$ cat config.mk
export PLATFORM = sky130hd
export DESIGN_NAME = merlin_mem_arb
export DESIGN_NICKNAME = d
export VERILOG_FILES = /design/src/rtl/merlin_mem_pkg.sv /design/src/rtl/merlin_ostd_fifo.sv /design/src/rtl/merlin_mem_arb.sv
export SDC_FILE = /design/constraint.sdc
export NUM_CORES = 1
export LEC_CHECK = 0
export CAP_MARGIN = 20
export CORE_AREA = 3 3 112 114
export CTS_CLUSTER_DIAMETER = 200
export CTS_CLUSTER_SIZE = 8
export DETAILED_ROUTE_END_ITERATION = 8
export DIE_AREA = 0 0 115 117
export GPL_TIMING_DRIVEN = 0
export PLACE_DENSITY = 0.75
export SETUP_SLACK_MARGIN = 0.4
export SLEW_MARGIN = 20
export SYNTH_ARGS = -nofsm -noshare
export SYNTH_HDL_FRONTEND = slang
export SYNTH_SLANG_ARGS = --single-unit
$ cat constraint.sdc
create_clock -name clk_i -period 4.8 [get_ports clk_i]
set_input_delay 0.72 -clock clk_i [delete_from_list [all_inputs] [get_ports clk_i]]
set_output_delay 0.72 -clock clk_i [all_outputs]
set_load 0.02 [all_outputs]
$ cat src/rtl/merlin_mem_pkg.sv
`default_nettype none
// +--------------------------------------------------------------------------+
// | merlin_mem_pkg : shared types for the merlin unified memory arbiter      |
// | Rev 1.0                                                                  |
// +--------------------------------------------------------------------------+
package merlin_mem_pkg;

  typedef enum logic {
    OWNER_I = 1'b0,
    OWNER_D = 1'b1
  } owner_t;

  typedef enum logic [1:0] {
    ARB_IDLE   = 2'd0,
    ARB_HOLD_I = 2'd1,
    ARB_HOLD_D = 2'd2
  } arb_state_t;

  localparam logic [3:0] C_IFETCH_BE = 4'hF;

endpackage
`default_nettype wire

$ cat src/rtl/merlin_ostd_fifo.sv
`default_nettype none
// +--------------------------------------------------------------------------+
// | merlin_ostd_fifo : 1-bit synchronous FIFO tracking outstanding owners    |
// | Rev 1.0                                                                  |
// +--------------------------------------------------------------------------+
module merlin_ostd_fifo #(
  parameter int DEPTH_X = 2
) (
  input  logic clk_i,
  input  logic resetb_i,
  input  logic i_push,
  input  logic i_pop,
  input  logic i_din,
  output logic o_full,
  output logic o_empty,
  output logic o_head
);

  localparam int              c_depth    = 2 ** DEPTH_X;
  localparam logic [DEPTH_X:0] c_full_cnt = {1'b1, {DEPTH_X{1'b0}}};

  logic [c_depth-1:0] r_mem;
  logic [DEPTH_X-1:0] r_wr_ptr;
  logic [DEPTH_X-1:0] r_rd_ptr;
  logic [DEPTH_X:0]   r_count;
  logic               w_push;
  logic               w_pop;

  assign o_full  = (r_count == c_full_cnt);
  assign o_empty = (r_count == '0);
  assign o_head  = r_mem[r_rd_ptr];
  assign w_push  = i_push & ~o_full;
  assign w_pop   = i_pop & ~o_empty;

  always_ff @(posedge clk_i or negedge resetb_i) begin
    if (!resetb_i) begin
      r_mem    <= '0;
      r_wr_ptr <= '0;
      r_rd_ptr <= '0;
      r_count  <= '0;
    end else begin
      if (w_push) begin
        r_mem[r_wr_ptr] <= i_din;
        r_wr_ptr        <= r_wr_ptr + 1'b1;
      end
      if (w_pop) begin
        r_rd_ptr <= r_rd_ptr + 1'b1;
      end
      case ({w_push, w_pop})
        2'b10:   r_count <= r_count + 1'b1;
        2'b01:   r_count <= r_count - 1'b1;
        default: r_count <= r_count;
      endcase
    end
  end

endmodule
`default_nettype wire

$ cat src/rtl/merlin_mem_arb.sv
`default_nettype none
// +--------------------------------------------------------------------------+
// | merlin_mem_arb : instruction/data arbiter onto one memory port with     |
// |                  in-order response routing                               |
// | Rev 1.0                                                                  |
// +--------------------------------------------------------------------------+
module merlin_mem_arb
  import merlin_mem_pkg::*;
#(
  parameter int C_OSTD_DEPTH_X = 2,
  parameter int C_STARVE_MAX   = 3
) (
  input  logic        clk_i,
  input  logic        clk_en_i,
  input  logic        resetb_i,
  output logic        ireqready_o,
  input  logic        ireqvalid_i,
  input  logic [1:0]  ireqhpl_i,
  input  logic [31:0] ireqaddr_i,
  input  logic        irspready_i,
  output logic        irspvalid_o,
  output logic        irsprerr_o,
  output logic [31:0] irspdata_o,
  output logic        dreqready_o,
  input  logic        dreqvalid_i,
  input  logic [1:0]  dreqhpl_i,
  input  logic [31:0] dreqaddr_i,
  input  logic        dreqwr_i,
  input  logic [3:0]  dreqbe_i,
  input  logic [31:0] dreqdata_i,
  input  logic        drspready_i,
  output logic        drspvalid_o,
  output logic        drsprerr_o,
  output logic        drspwerr_o,
  output logic [31:0] drspdata_o,
  input  logic        mreqready_i,
  output logic        mreqvalid_o,
  output logic [1:0]  mreqhpl_o,
  output logic [31:0] mreqaddr_o,
  output logic        mreqwr_o,
  output logic [3:0]  mreqbe_o,
  output logic [31:0] mreqdata_o,
  output logic        mrspready_o,
  input  logic        mrspvalid_i,
  input  logic        mrsprerr_i,
  input  logic        mrspwerr_i,
  input  logic [31:0] mrspdata_i
);

  localparam logic [3:0] c_starve_max = 4'(C_STARVE_MAX);

  logic       r_live;
  arb_state_t r_state;
  logic [3:0] r_starve;

  logic w_full;
  logic w_empty;
  logic w_head;
  logic w_head_d;
  logic w_starved;
  logic w_gnt_i;
  logic w_gnt_d;
  logic w_gnt_valid;
  logic w_req_ok;
  logic w_req_xfer;
  logic w_rsp_pop;
  logic w_sel_i;
  logic w_sel_d;

  assign w_starved = (r_starve == c_starve_max);

  // Hold states lock the grant so the memory sees a stable request until it is taken.
  always_comb begin
    w_gnt_i = 1'b0;
    w_gnt_d = 1'b0;
    case (r_state)
      ARB_HOLD_I: w_gnt_i = 1'b1;
      ARB_HOLD_D: w_gnt_d = 1'b1;
      default: begin
        if (dreqvalid_i && !(w_starved && ireqvalid_i)) begin
          w_gnt_d = 1'b1;
        end else if (ireqvalid_i) begin
          w_gnt_i = 1'b1;
        end
      end
    endcase
  end

  assign w_gnt_valid = (w_gnt_i & ireqvalid_i) | (w_gnt_d & dreqvalid_i);
  assign w_req_ok    = r_live & ~w_full;
  assign mreqvalid_o = w_req_ok & w_gnt_valid;
  assign ireqready_o = mreqready_i & w_gnt_i & w_req_ok;
  assign dreqready_o = mreqready_i & w_gnt_d & w_req_ok;
  assign w_req_xfer  = mreqvalid_o & mreqready_i & clk_en_i;

  assign mreqhpl_o  = w_gnt_d ? dreqhpl_i  : ireqhpl_i;
  assign mreqaddr_o = w_gnt_d ? dreqaddr_i : ireqaddr_i;
  assign mreqwr_o   = w_gnt_d & dreqwr_i;
  assign mreqbe_o   = w_gnt_d ? dreqbe_i   : C_IFETCH_BE;
  assign mreqdata_o = w_gnt_d ? dreqdata_i : '0;

  always_ff @(posedge clk_i or negedge resetb_i) begin
    if (!resetb_i) begin
      r_live   <= 1'b0;
      r_state  <= ARB_IDLE;
      r_starve <= '0;
    end else if (clk_en_i) begin
      r_live <= 1'b1;
      case (r_state)
        ARB_IDLE: begin
          if (mreqvalid_o && !mreqready_i) begin
            r_state <= w_gnt_d ? ARB_HOLD_D : ARB_HOLD_I;
          end
        end
        ARB_HOLD_I: begin
          if (!ireqvalid_i || w_req_xfer) r_state <= ARB_IDLE;
        end
        ARB_HOLD_D: begin
          if (!dreqvalid_i || w_req_xfer) r_state <= ARB_IDLE;
        end
        default: r_state <= ARB_IDLE;
      endcase
      if (!ireqvalid_i || (w_req_xfer && w_gnt_i)) begin
        r_starve <= '0;
      end else if (w_req_xfer && w_gnt_d && !w_starved) begin
        r_starve <= r_starve + 1'b1;
      end
    end
  end

  merlin_ostd_fifo #(
    .DEPTH_X (C_OSTD_DEPTH_X)
  ) u_ostd_fifo (
    .clk_i    (clk_i),
    .resetb_i (resetb_i),
    .i_push   (w_req_xfer),
    .i_pop    (w_rsp_pop),
    .i_din    (w_gnt_d),
    .o_full   (w_full),
    .o_empty  (w_empty),
    .o_head   (w_head)
  );

  // An empty FIFO still accepts responses so stray ones are drained and dropped.
  assign w_head_d    = (w_head == OWNER_D);
  assign w_sel_i     = r_live & ~w_empty & ~w_head_d;
  assign w_sel_d     = r_live & ~w_empty & w_head_d;
  assign mrspready_o = r_live & (w_empty | (w_head_d ? drspready_i : irspready_i));
  assign w_rsp_pop   = mrspvalid_i & mrspready_o & clk_en_i & ~w_empty;

  assign irspvalid_o = mrspvalid_i & w_sel_i;
  assign drspvalid_o = mrspvalid_i & w_sel_d;
  assign irsprerr_o  = r_live & mrsprerr_i;
  assign drsprerr_o  = r_live & mrsprerr_i;
  assign drspwerr_o  = r_live & mrspwerr_i;
  assign irspdata_o  = w_sel_i ? mrspdata_i : '0;
  assign drspdata_o  = w_sel_d ? mrspdata_i : '0;

endmodule
`default_nettype wire

# Word level (Yosys, flattened, before mapping)
# Index checks and enable logic that the tools add are counted.
# op_classes
order_cmp,3
n_bitwise,29
n_mux,25
n_addsub,5
n_eq_ne,9
n_reduce_logical,21
# op_table
operator,n
$mux W32,4
$and A1 B1 Y1,24
$mux W4,3
$mux W2,5
$logic_and A1 B1 Y1,7
$lt A2 B3 Y1 const B,2
$mux W1,6
$ne A2 B2 Y1 const B,3
$pmux W2 S3,1
$pmux W3 S2,1
$logic_not A1 Y1,5
$add A2 B1 Y2 const B,2
$add A4 B1 Y4 const B,1
$bwmux W4,1
$eq A2 B1 Y1 const B,2
$eq A2 B2 Y1 const B,2
$eq A4 B2 Y1 const B,1
$pmux W1 S2,2
$reduce_and A4 Y1,1
$reduce_bool A2 Y1,2
$add A3 B1 Y3 const B,1
$eq A3 B3 Y1 const B,1
$logic_not A3 Y1,1
$logic_or A1 B1 Y1,3
8 further kinds,11
# word_totals
word_cells,99
inputBits,148
regBits,18
output_inout_bits,144

# Longest topological paths before layout
# depth
ltp_word,15
mapped_depth,13
mapped_depth_nobuf,12

# Hierarchy
# Synthesis repeated with hierarchy kept, for this count alone.
# unflattened
cells_unflattened,353
hier_area_um2,2318.5
# modules_own_cells
mod,seq_area_each_um2,n_inst,cells_per_inst,area_each_um2
merlin_mem_arb,175.2,1,299,1712.9
merlin_ostd_fifo,275.3,1,54,605.6

# Least setup slack after synthesis
# OpenSTA, ideal clock, no wires.
# synth_path
path_type,flip-flop to output port
from,register r_state[0]
to,output port mreqdata_o[26]
arrival_ns,1.760
path_buffers,2
t_required_ns,4.080
path_slack_ns,2.320
path_stages_with_launch,9
path_cell_list,dfrtp_1 inv_1 ha_1 nand2b_1 a21oi_1 a21o_1 buf_2 buf_2 and2_1
# synth_via
elab_chain_cells,3
elab_cells_between_ends,4
cone_classes,eq/ne (2); mux (2)
# synth_lines
item,line_no,text
start: declaration,merlin_mem_arb.sv:53,arb_state_t r_state;
start signal: assignment,merlin_mem_arb.sv:112,r_state <= w_gnt_d ? ARB_HOLD_D : ARB_HOLD_I;
$eq A2 B2 Y1 or $eq A2 B1 Y1 (tied branches),merlin_mem_arb.sv:76,case (r_state)
$pmux W1 S2 (*),merlin_mem_arb.sv:76,
$mux W32 (*),merlin_mem_arb.sv:100,assign mreqdata_o = w_gnt_d ? dreqdata_i : '0;
end: declaration,merlin_mem_arb.sv:42,"output logic [31:0] mreqdata_o,"
# Mark *: on every way between the ends. The rest lies on a longest branch, timed or not.

# Worst setup path after layout
# layout_path
from,input port dreqvalid_i
to,output port mreqaddr_o[15]
# layout_via
elab_chain_cells,4
# layout_lines
item,line_no,text
start: declaration,merlin_mem_arb.sv:25,"input logic dreqvalid_i,"
$logic_and A1 B1 Y1,merlin_mem_arb.sv:80,if (dreqvalid_i && !(w_starved && ireqvalid_i)) begin
$mux W1,merlin_mem_arb.sv:80,
$pmux W1 S2,merlin_mem_arb.sv:76,
$mux W32,merlin_mem_arb.sv:97,assign mreqaddr_o = w_gnt_d ? dreqaddr_i : ireqaddr_i;
end: declaration,merlin_mem_arb.sv:39,"output logic [31:0] mreqaddr_o,"
# Every way passes these cells.

==> impl_metrics.csv <==
group,metric,value,unit
cells_and_area,diodes,0,
cells_and_area,area_growth_syn_to_layout,135.4,%
floorplan,coreArea,11520,sq um
logic_synthesis,postSynthCellCount,352,
clock_tree,clk_path_buf_depth,2,
floorplan,rows,39,
global_route,grt_max_degree,19,
floorplan,fp.dieW,115,um
logic_synthesis,synthTopCellsByArea,"and2_1 (27%), dfrtp_1 (19%), nand2_1 (17%), ha_1 (4.8%), buf_2 (2.8%)",
global_route,grt.overflow.total,0,
critical_path,crit_required,4.08,ns
clock_tree,clock_latency,0.25,ns
clock_tree,cts_max_level,1,
critical_path,worstSetupEndpointType,"output pin",
power,vdd_drop_max,247.5,uV
job,drv_cap,0,
route,m1WireLength,4275,um
sta,min_period,3.743,ns
critical_path,cpMaxStageDelayCell,"clkdlybuf4s50_1",
cells_and_area,final_area,5530,sq um
route,first_iter_violations,110,
sta,drv_slew,0,
logic_synthesis,yosysTopAreaCellShare,0.2742,
logic_synthesis,synth_top_area_cell,"and2_1",
route,wirelength,11480,um
place,place_area,5441,sq um
place,place.gp.congestion,0.8101,
place,portBuffers,291,
sta,worst_pin_slew,0.8468,ns
hold_path,min_path_type,"reg -> reg",
clock_tree,cts-resized-gates,0,
global_route,grtUsageTotal,0.1542,
critical_path,cp_slowest_stage_delay,0.64,ns
cells_and_area,multi_input_area,1725,sq um
clock_tree,cts_tree,"built",
clock_tree,clock-root-buffer,"clkbuf_16",
power,power_leakage,2.345,nW
sta,fmax,267.2,MHz
sta,finalHoldViolCount,0,
logic_synthesis,syn_area,2350,sq um
logic_synthesis,synthArstFlopShare,1.000,
logic_synthesis,synth_edf_count,0,
global_route,grt_pass1_wl,16860,um
route,routed.top_layer,"met4",
logic_synthesis,ys.flop_type,"dfrtp_1",
sta,skew,0.002054,ns
critical_path,crit_path_cell_trace,"clkdlybuf4s50_1 > nand2b_1 > a21oi_1 > a21o_1 > buf_2 > buf_2 > nand2_1 > nand2_1 > clkdlybuf4s50_1",
floorplan,die_h,117,um
route,final_antenna_net_count,0,
route,drc,0,
logic_synthesis,ys_seq_area_frac,0.1917,
clock_tree,clk_pin_slew_worst_paths,0.05,ns
sta,fin_ws,1.057,ns
sta,maxSlewHeadroom,0.4337,
critical_path,setup.worst_path.start_class,"primary input",
sta,finalCritPeriodShare,0.7798,
outcome,run_status,"complete, no violations",
cells_and_area,seq_area,450.4,sq um
sta,rsz0062_at_grt,"no",
route,wl_per_cell,14.53,um
route,vias_per_cell,4.305,
global_route,antenna_found_initial,0,
logic_synthesis,syn_avg_cell_area,6.675,sq um
power,power_density,674.1,nW/um^2
critical_path,worst_ep_arrival_time,3.02,ns
floorplan,ioPinCount,292,
floorplan,start_util,0.2040,
critical_path,critPathKind,"in -> out",
cells_and_area,fillerInstances,1139,
place,dp_hpwl,10210,um
clock_tree,cts_num_sinks,18,
cells_and_area,layout.nets,806,
route,first_pass_iters,4,
global_route,grt_pass1_vias,3447,
route,route.met2.wl,6364,um
sta,finalSetupViolCount,0,
route,vias,3401,
logic_synthesis,ys_seq_elements,18,
clock_tree,post_cts_buffers,0,
logic_synthesis,yosys.cell_types.count,44,
sta,fin_tns_setup,0,ns
cells_and_area,drive_above_1_share,0.05564,
place,pre_cts_slack,1.032,ns
clock_tree,cts_buffers,3,
critical_path,cp_max_fo,10,
logic_synthesis,syn_nets,510,
logic_synthesis,yosysWarnings,0,
clock_tree,cts_hold_buf,0,
floorplan,die_area,13460,sq um
route,wl_met3,799,um
==> sequential cells by signal, indices dropped and copies added, names as in the netlist <==
signal / cells
u_ostd_fifo.r_mem: 4
u_ostd_fifo.r_count: 3
r_state: 2
r_live: 1
r_starve: 4
u_ostd_fifo.r_wr_ptr: 2
u_ostd_fifo.r_rd_ptr: 2
==> Yosys cell counts, drive strengths merged, types with 5 or more instances <==
cell	instances
a31oi	6
and2	103
nand2	110
nand4	5
a21oi	11
nor2	7
dfrtp	18
nand2b	7
o21ai	8
buf	17
ha	9
inv	14
==> cell type report <==
class	instances	share of cell area
well taps	143	0.03235
plain buffers	20	0.02195
flip-flops and latches	18	0.08145
repair buffers	291	0.5267
inverters	14	0.009502
multi-input cells	300	0.3120
clock buffers	4	0.01606
==> through the flow <==
step,hold WS [ns],utilization,std cells,power (mW)
after floorplan,0.4244,-,352,2.046
after global routing,0.5121,0.4802,790,3.983
final,0.4823,0.4802,790,3.728
after global placement,0.4694,0.4725,786,3.506
after detailed placement,0.4717,0.4725,786,3.572
after CTS,0.4821,0.4802,790,3.769
==> power breakdown <==
part	total (mW)	switching (mW)	internal, mW	leakage (nW)
Clock	0.183	0.0559	0.127	0.0442
Sequential	0.272	0.0562	0.216	0.220
Combinational	3.27	1.70	1.57	2.08
Total	3.73	1.82	1.91	2.35
==> layout by cell type, fill, tap and decap left out, drive strengths merged, types with 2 or more instances in the layout <==
| master | Yosys | routed |
|---|---|---|
| a21oi | 11 | 11 |
| a221oi | 2 | 2 |
| a31oi | 6 | 6 |
| and2 | 103 | 103 |
| buf | 17 | 17 |
| clkbuf | 3 | 7 |
| clkdlybuf4s50 | 0 | 291 |
| dfrtp | 18 | 18 |
| ha | 9 | 9 |
| inv | 14 | 14 |
| mux2i | 3 | 3 |
| nand2 | 110 | 110 |
| nand2b | 7 | 7 |
| nand4 | 5 | 5 |
| nor2 | 7 | 7 |
| nor3 | 2 | 2 |
| o21ai | 8 | 8 |
| o2bb2ai | 2 | 2 |
| or2 | 3 | 3 |
| or3 | 2 | 2 |
| xnor2 | 3 | 3 |
| xor2 | 2 | 2 |
==> worst max-delay path: cells and delay by family <==
kind	cells	cell delay (ns)
compound gates	2	0.31
simple gates	3	0.31
buf+inv	4	1.67
==> worst paths after layout <==
path | from | to | slack [ns] | depth (start not counted)
worst max-delay path | dreqvalid_i | mreqaddr_o[15] | 1.06 | 9
max in group asynchronous | resetb_i | u_ostd_fifo.r_count[0] | 3.32 | 1
worst min-delay path | u_ostd_fifo.r_count[2] | u_ostd_fifo.r_count[2] | 0.48 | 1
worst min register to register | u_ostd_fifo.r_count[2] | u_ostd_fifo.r_count[2] | 0.48 | 1
min in group asynchronous | resetb_i | r_starve[2] | 0.96 | 1
worst max register to register | r_state[0] | u_ostd_fifo.r_count[2] | 2.14 | 13
==> cell families (layout without fill, tap and decap cells) <==
| family | after synthesis | in the layout | synth area share |
|---|---|---|---|
| buffers and inverters | 34 | 329 | 0.07401 |
| AO/OA/AOI/OAI | 38 | 38 | 0.1065 |
| XOR/XNOR | 5 | 5 | 0.01864 |
| adder cells (fa/ha/maj) | 10 | 10 | 0.05644 |
| multiplexers | 4 | 4 | 0.02236 |
| flip-flops | 18 | 18 | 0.1917 |
| AND/OR/NAND/NOR | 243 | 243 | 0.5304 |
==> routing by layer <==
| layer | up-vias | track usage |
|---|---|---|
| met1 | 1537 | 0.1771 |
| met2 | 149 | 0.2963 |
| met5 | - | 0 |
| li1 | 1713 | - |
| met4 | 0 | 0.01878 |
| met3 | 2 | 0.03753 |
No activity file was read; power rests on OpenSTA's default activity.
